### src/rtl/divider_pkg.sv
// ============================================================================
// Module  : divider_pkg
// Purpose : Shared FSM state encoding and default operand width for divider.
// Rev     : 1.0  initial release
// ============================================================================
`default_nettype none

package divider_pkg;

  localparam int DEFAULT_WIDTH = 16;

  typedef enum logic [2:0] {
    S_IDLE = 3'd0,
    S_LDA  = 3'd1,
    S_LDB  = 3'd2,
    S_CHK  = 3'd3,
    S_SUB  = 3'd4,
    S_DONE = 3'd5
  } state_e;

endpackage

`default_nettype wire

### src/rtl/div_datapath.sv
// ============================================================================
// Module  : div_datapath
// Purpose : Remainder/divisor/quotient registers with subtract, compare and
//           zero-detect, sequenced by load/dec strobes from the divider FSM.
// Rev     : 1.0  initial release
// ============================================================================
`default_nettype none

module div_datapath
  import divider_pkg::*;
#(
  parameter int WIDTH = DEFAULT_WIDTH
) (
  input  logic             clk,
  input  logic             rst,
  input  logic             load_a_i,
  input  logic             load_b_i,
  input  logic             dec_i,
  input  logic             set_dbz_i,
  input  logic [WIDTH-1:0] data_i,
  output logic [WIDTH-1:0] quotient_o,
  output logic [WIDTH-1:0] remainder_o,
  output logic             dbz_o,
  output logic             divisor_zero_o,
  output logic             rem_ge_o
);

  logic [WIDTH-1:0] rem_q, rem_d;
  logic [WIDTH-1:0] dvs_q, dvs_d;
  logic [WIDTH-1:0] quo_q, quo_d;
  logic             dbz_q, dbz_d;

  always_comb begin
    rem_d = rem_q;
    dvs_d = dvs_q;
    quo_d = quo_q;
    dbz_d = dbz_q;
    if (load_a_i) begin
      rem_d = data_i;
      quo_d = '0;
      dbz_d = 1'b0;
    end
    if (load_b_i) begin
      dvs_d = data_i;
    end
    // Divide-by-zero saturates the quotient and leaves the dividend in place.
    if (set_dbz_i) begin
      quo_d = '1;
      dbz_d = 1'b1;
    end
    if (dec_i) begin
      rem_d = rem_q - dvs_q;
      quo_d = quo_q + WIDTH'(1);
    end
  end

  always_ff @(posedge clk) begin
    if (rst) begin
      rem_q <= '0;
      dvs_q <= '0;
      quo_q <= '0;
      dbz_q <= 1'b0;
    end else begin
      rem_q <= rem_d;
      dvs_q <= dvs_d;
      quo_q <= quo_d;
      dbz_q <= dbz_d;
    end
  end

  assign quotient_o     = quo_q;
  assign remainder_o    = rem_q;
  assign dbz_o          = dbz_q;
  assign divisor_zero_o = (dvs_q == '0);
  assign rem_ge_o       = (rem_q >= dvs_q);

endmodule

`default_nettype wire

### src/rtl/divider.sv
// ============================================================================
// Module  : divider
// Purpose : Unsigned repeated-subtraction divider; FSM control around
//           div_datapath, operands delivered serially on data_in.
// Rev     : 1.0  initial release
// ============================================================================
`default_nettype none

module divider
  import divider_pkg::*;
#(
  parameter int WIDTH = DEFAULT_WIDTH
) (
  input  logic             clk,
  input  logic             rst,
  input  logic             start,
  input  logic [WIDTH-1:0] data_in,
  output logic [WIDTH-1:0] quotient,
  output logic [WIDTH-1:0] remainder,
  output logic             done,
  output logic             busy,
  output logic             div_by_zero
);

  state_e state_q;
  logic   w_divisor_zero;
  logic   w_rem_ge;

  always_ff @(posedge clk) begin
    if (rst) begin
      state_q <= S_IDLE;
    end else begin
      case (state_q)
        S_IDLE:  if (start) state_q <= S_LDA;
        S_LDA:   state_q <= S_LDB;
        S_LDB:   state_q <= S_CHK;
        S_CHK:   state_q <= w_divisor_zero ? S_DONE : S_SUB;
        S_SUB:   if (!w_rem_ge) state_q <= S_DONE;
        S_DONE:  if (start) state_q <= S_LDA;
        default: state_q <= S_IDLE;
      endcase
    end
  end

  // Control strobes and status are pure decodes of the registered state.
  div_datapath #(
    .WIDTH(WIDTH)
  ) u_datapath (
    .clk           (clk),
    .rst           (rst),
    .load_a_i      (state_q == S_LDA),
    .load_b_i      (state_q == S_LDB),
    .dec_i         ((state_q == S_SUB) && w_rem_ge),
    .set_dbz_i     ((state_q == S_CHK) && w_divisor_zero),
    .data_i        (data_in),
    .quotient_o    (quotient),
    .remainder_o   (remainder),
    .dbz_o         (div_by_zero),
    .divisor_zero_o(w_divisor_zero),
    .rem_ge_o      (w_rem_ge)
  );

  assign done = (state_q == S_DONE);
  assign busy = (state_q == S_LDA) || (state_q == S_LDB) ||
                (state_q == S_CHK) || (state_q == S_SUB);

endmodule

`default_nettype wire

### config.mk
export PLATFORM = sky130hd
export DESIGN_NAME = divider
export DESIGN_NICKNAME = d
export VERILOG_FILES = /design/src/rtl/divider_pkg.sv /design/src/rtl/div_datapath.sv /design/src/rtl/divider.sv
export SDC_FILE = /design/constraint.sdc
export NUM_CORES = 1
export LEC_CHECK = 0
export CORE_MARGIN = 4
export CORE_UTILIZATION = 58
export CTS_CLUSTER_DIAMETER = 40
export DETAILED_ROUTE_END_ITERATION = 8
export PLACE_DENSITY = 0.86
export SETUP_SLACK_MARGIN = 0.15
export SYNTH_ARGS = -nofsm -noshare
export SYNTH_HDL_FRONTEND = slang
export SYNTH_SLANG_ARGS = --single-unit
### constraint.sdc
create_clock -name clk -period 6.8 [get_ports clk]
set_input_delay 1.02 -clock clk [delete_from_list [all_inputs] [get_ports clk]]
set_output_delay 1.02 -clock clk [all_outputs]
set_load 0.01 [all_outputs]
==> metrics.md <==
| Metric | Value |
|---|---|
| Setup violators final | `0` |
| Most crowded layer after global routing | `met2` |
| Post-CTS resize count | `0` |
| F_max | `approximately 260 MHz` |
| Mapped cell area | `between 0.003 and 0.004 mm^2` |
| WL per Instance | `15.7 um` |
| P_leak | `~1.4 nW` |
| Top FF cell, synth | `dfxtp_1` |
| CTS tree | `built` |
| Filler instances | `between 400 and 500` |
| RSZ-0062 raised after global routing | `false` |
| Crit path largest cell delay | `between 0.9 and 1 ns` |
| EDFF count, synth | `0` |
| Grt ovf | `0` |
| First-pass GRT wire length | `between 10000 and 15000 um` |
| Crit-path max FO | `30` |
| Slowest cell on crit path | `nand3_1` |
| Max-cap viol count | `0` |
| Die width | `a little over 80 um` |
| Synthesized Nets | `approximately 450` |
| Avg Synthesized Cell Area | `7.79 um^2` |
| Final critical-path setup slack | `between 2 and 3 ns` |
| Clock Path Buffers | `2` |
| Reg-to-Reg Start | `u_datapath.remainder_o[0]` |
| Rows | `26` |
| Post-DP HPWL | `approximately 5700 um` |
| Tot GR Track Use | `approximately a quarter` |
| Final min period | `about 3.9 ns` |
| Vias in the first global route | `2872` |
| Pins Over Slew Limit | `0` |
| Layout Nets | `about 490` |
| Commonest non-fill, non-tap cell in the layout | `nand2_1` |
| Num ports | `54` |
| Initial antenna violation count | `0` |
| Hold path start | `u_datapath.dvs_q[6]` |
| M1 GR Usage | `between 30% and 40%` |
| Post-synthesis cell count | `around 410` |
| CTS Buf Count | `5` |
| # hold bufs at CTS | `0` |
| CP required | `7.04 ns` |
| Setup_tns | `0 ns` |
| Share of cells above drive strength 1 | `under 10%` |
| Post-CTS Setup Bufs | `0` |
| Hold Path Sink | `u_datapath.dvs_q[6]` |
| GRT met2 Usage | `between 40% and 50%` |
| Worst path arrival time | `~4.1 ns` |
| Cell count after placement | `~520` |
| Number of I/O port buffers | `53` |
| Status | `completed` |
| Syn-to-layout area delta | `18.9%` |
| Die area | `approximately 0.007 mm^2` |
| VDD IR max | `between 150 and 200 uV` |
| Clk slew on worst S/H paths | `0.10 ns` |
| YS warnings | `0` |
| Register area share after synthesis | `between 30% and 40%` |
| Chip height | `about 83 um` |
| DRC Markers | `0` |
| Non-filler instance count after layout | `around 520` |
| Largest net degree at the start of global routing | `~50` |
| Post-place setup slack | `between 2 and 3 ns` |
| Clock root cell | `clkbuf_8` |
| Clk_lat worst skew | `~0.32 ns` |
| CTS H-tree depth | `2` |
| FF-to-FF End | `u_datapath.quotient_o[14]` |
| Detail Route Antenna Nets | `0` |
| Fin Clk Skew | `approximately 0.011 ns` |
| Worst setup EP type | `flop` |
| Starting Density | `about three fifths` |
| Depth of the most critical reg-to-reg path | `10` |
| WL final | `between 8000 and 9000 um` |
| Number of vias per cell | `approximately 6` |
| Met3 GRT Util | `under 10%` |
| DR vias | `just over 3000` |
| Max-Slew Margin vs Limit | `around a fifth` |
| Core box area | `0.00524 mm^2` |
| Total power | `1.20 mW` |
| Hold crit path type | `reg2reg` |
| Hold path depth | `2` |
| Worst-Margin Slew | `between 1 and 1.5 ns` |
| Final hold violation count | `0` |
| Fraction of registers with async set/reset | `0%` |
| Critical Path, Cell by Cell | `inv_1, ha_1, fa_1, nand2b_1, a21oi_2, a41oi_1, o221ai_4, nand3_1, or4_1, a31oi_1` |
| Initial DRC count | `between 200 and 250` |
| PD cells | `between 300 and 400 mW/mm^2` |
| Final Wtd Congestion | `0.894` |
| R2r setup slk | `approximately 2.9 ns` |
| Most frequent cells in the layout | `nand2_1 (75), clkdlybuf4s50_1 (53), dfxtp_1 (52), a21oi_1 (38), nor2_1 (33)` |
| Fin crit share | `between 50% and 60%` |
| Kind of critical path | `reg2reg` |
| # diodes | `0` |
| Worst Setup Start Kind | `flop` |
| First drt pass iteration count | `5` |
| Synth Register Bits | `52` |
| Distinct cells, synth | `between 50 and 60` |
| # clock sinks | `52` |
| Util after Layout | `around three quarters` |
-- worst max-delay path by stage --
stage                                    startpoint                         to  slack (ns)  depth (start not counted)
after floorplan           u_datapath.remainder_o[0]  u_datapath.quotient_o[14]        4.17                         11
after global placement    u_datapath.remainder_o[0]  u_datapath.quotient_o[14]        3.12                         10
after detailed placement  u_datapath.remainder_o[0]  u_datapath.quotient_o[14]        2.98                         10
after CTS                 u_datapath.remainder_o[0]  u_datapath.quotient_o[14]        2.90                         10
after global routing      u_datapath.remainder_o[0]  u_datapath.quotient_o[14]        2.61                         10
final                     u_datapath.remainder_o[0]  u_datapath.quotient_o[14]        2.94                         10
-- cells in the mapped netlist, types with 3 or more instances --
cell,number,area (um^2)
buf_6,3,33.8
inv_1,24,90.1
nor3b_1,3,22.5
o21ai_0,7,35.0
mux2_2,3,33.8
and3_1,9,56.3
nand2b_1,6,37.5
dfxtp_1,52,1040
xnor2_1,7,61.3
a21oi_1,38,190
and2_1,3,18.8
o21a_1,3,22.5
mux2i_1,3,30.0
nand3_1,7,35.0
and4_1,3,26.3
nor2_1,33,124
a31oi_1,9,56.3
nand2_1,75,282
a311oi_1,12,105
ha_1,17,213
clkbuf_1,15,56.3
nor3_1,5,25.0
a211oi_1,8,60.1
o21bai_1,3,22.5
nand4_1,9,56.3
nor2b_1,7,43.8
xor2_1,6,52.6
a31o_2,4,35.0
-- power by group --
group	internal [mW]	total, mW	switching, mW
registers	0.343	0.384	0.0410
clock network	0.0830	0.190	0.107
logic	0.277	0.628	0.350
total	0.704	1.20	0.498
-- per-layer routing --
layer | vias to the layer above | part of all wire [%]
li1 | 1555 | -
met1 | 1438 | 45
met2 | 112 | 47
met3 | 13 | 6.5
met4 | 0 | 1.7
met5 | - | 0
-- per-stage QoR --
step                      hold WS, ns  area (um^2)
after global routing            0.480         3830
after floorplan                 0.436         3220
after detailed placement        0.450         3740
final                           0.461         3830
after CTS                       0.462         3830
after global placement          0.444         3740
-- registers in the layout, indices dropped and copies added (netlist names) --
| register | cells |
|---|---|
| u_datapath.remainder_o | 16 |
| u_datapath.dbz_o | 1 |
| state_q | 3 |
| u_datapath.dvs_q | 16 |
| u_datapath.quotient_o | 16 |
-- cell type report --
type / instances / area [um^2] / area share, %
Tap cell: 70 / 87.6 / 2.28
Timing Repair Buffer: 55 / 546 / 14.2
Inverter: 24 / 90.1 / 2.35
Multi-Input combinational cell: 314 / 1980 / 51.5
Clock buffer: 7 / 86.3 / 2.25
Clock inverter: 1 / 7.51 / 0.196
Sequential cell: 52 / 1040 / 27.2
-- worst max-delay path: cells and delay by family (launching register included) --
family                   cells  cell delay, ns
buffers and inverters        1            0.05
AND/OR/NAND/NOR              3            1.91
flip-flops                   1            0.34
AO/OA/AOI/OAI                4            0.87
adder cells (fa/ha/maj)      2            0.60
-- logic make-up after synthesis --
family	share of synthesized area, %
buf+inv	6.60
fa+ha+maj	7.22
mux	1.98
flops	32.3
simple gates	24.6
xor+xnor	3.53
compound gates	23.8
Power figures use the tool's default switching activity.
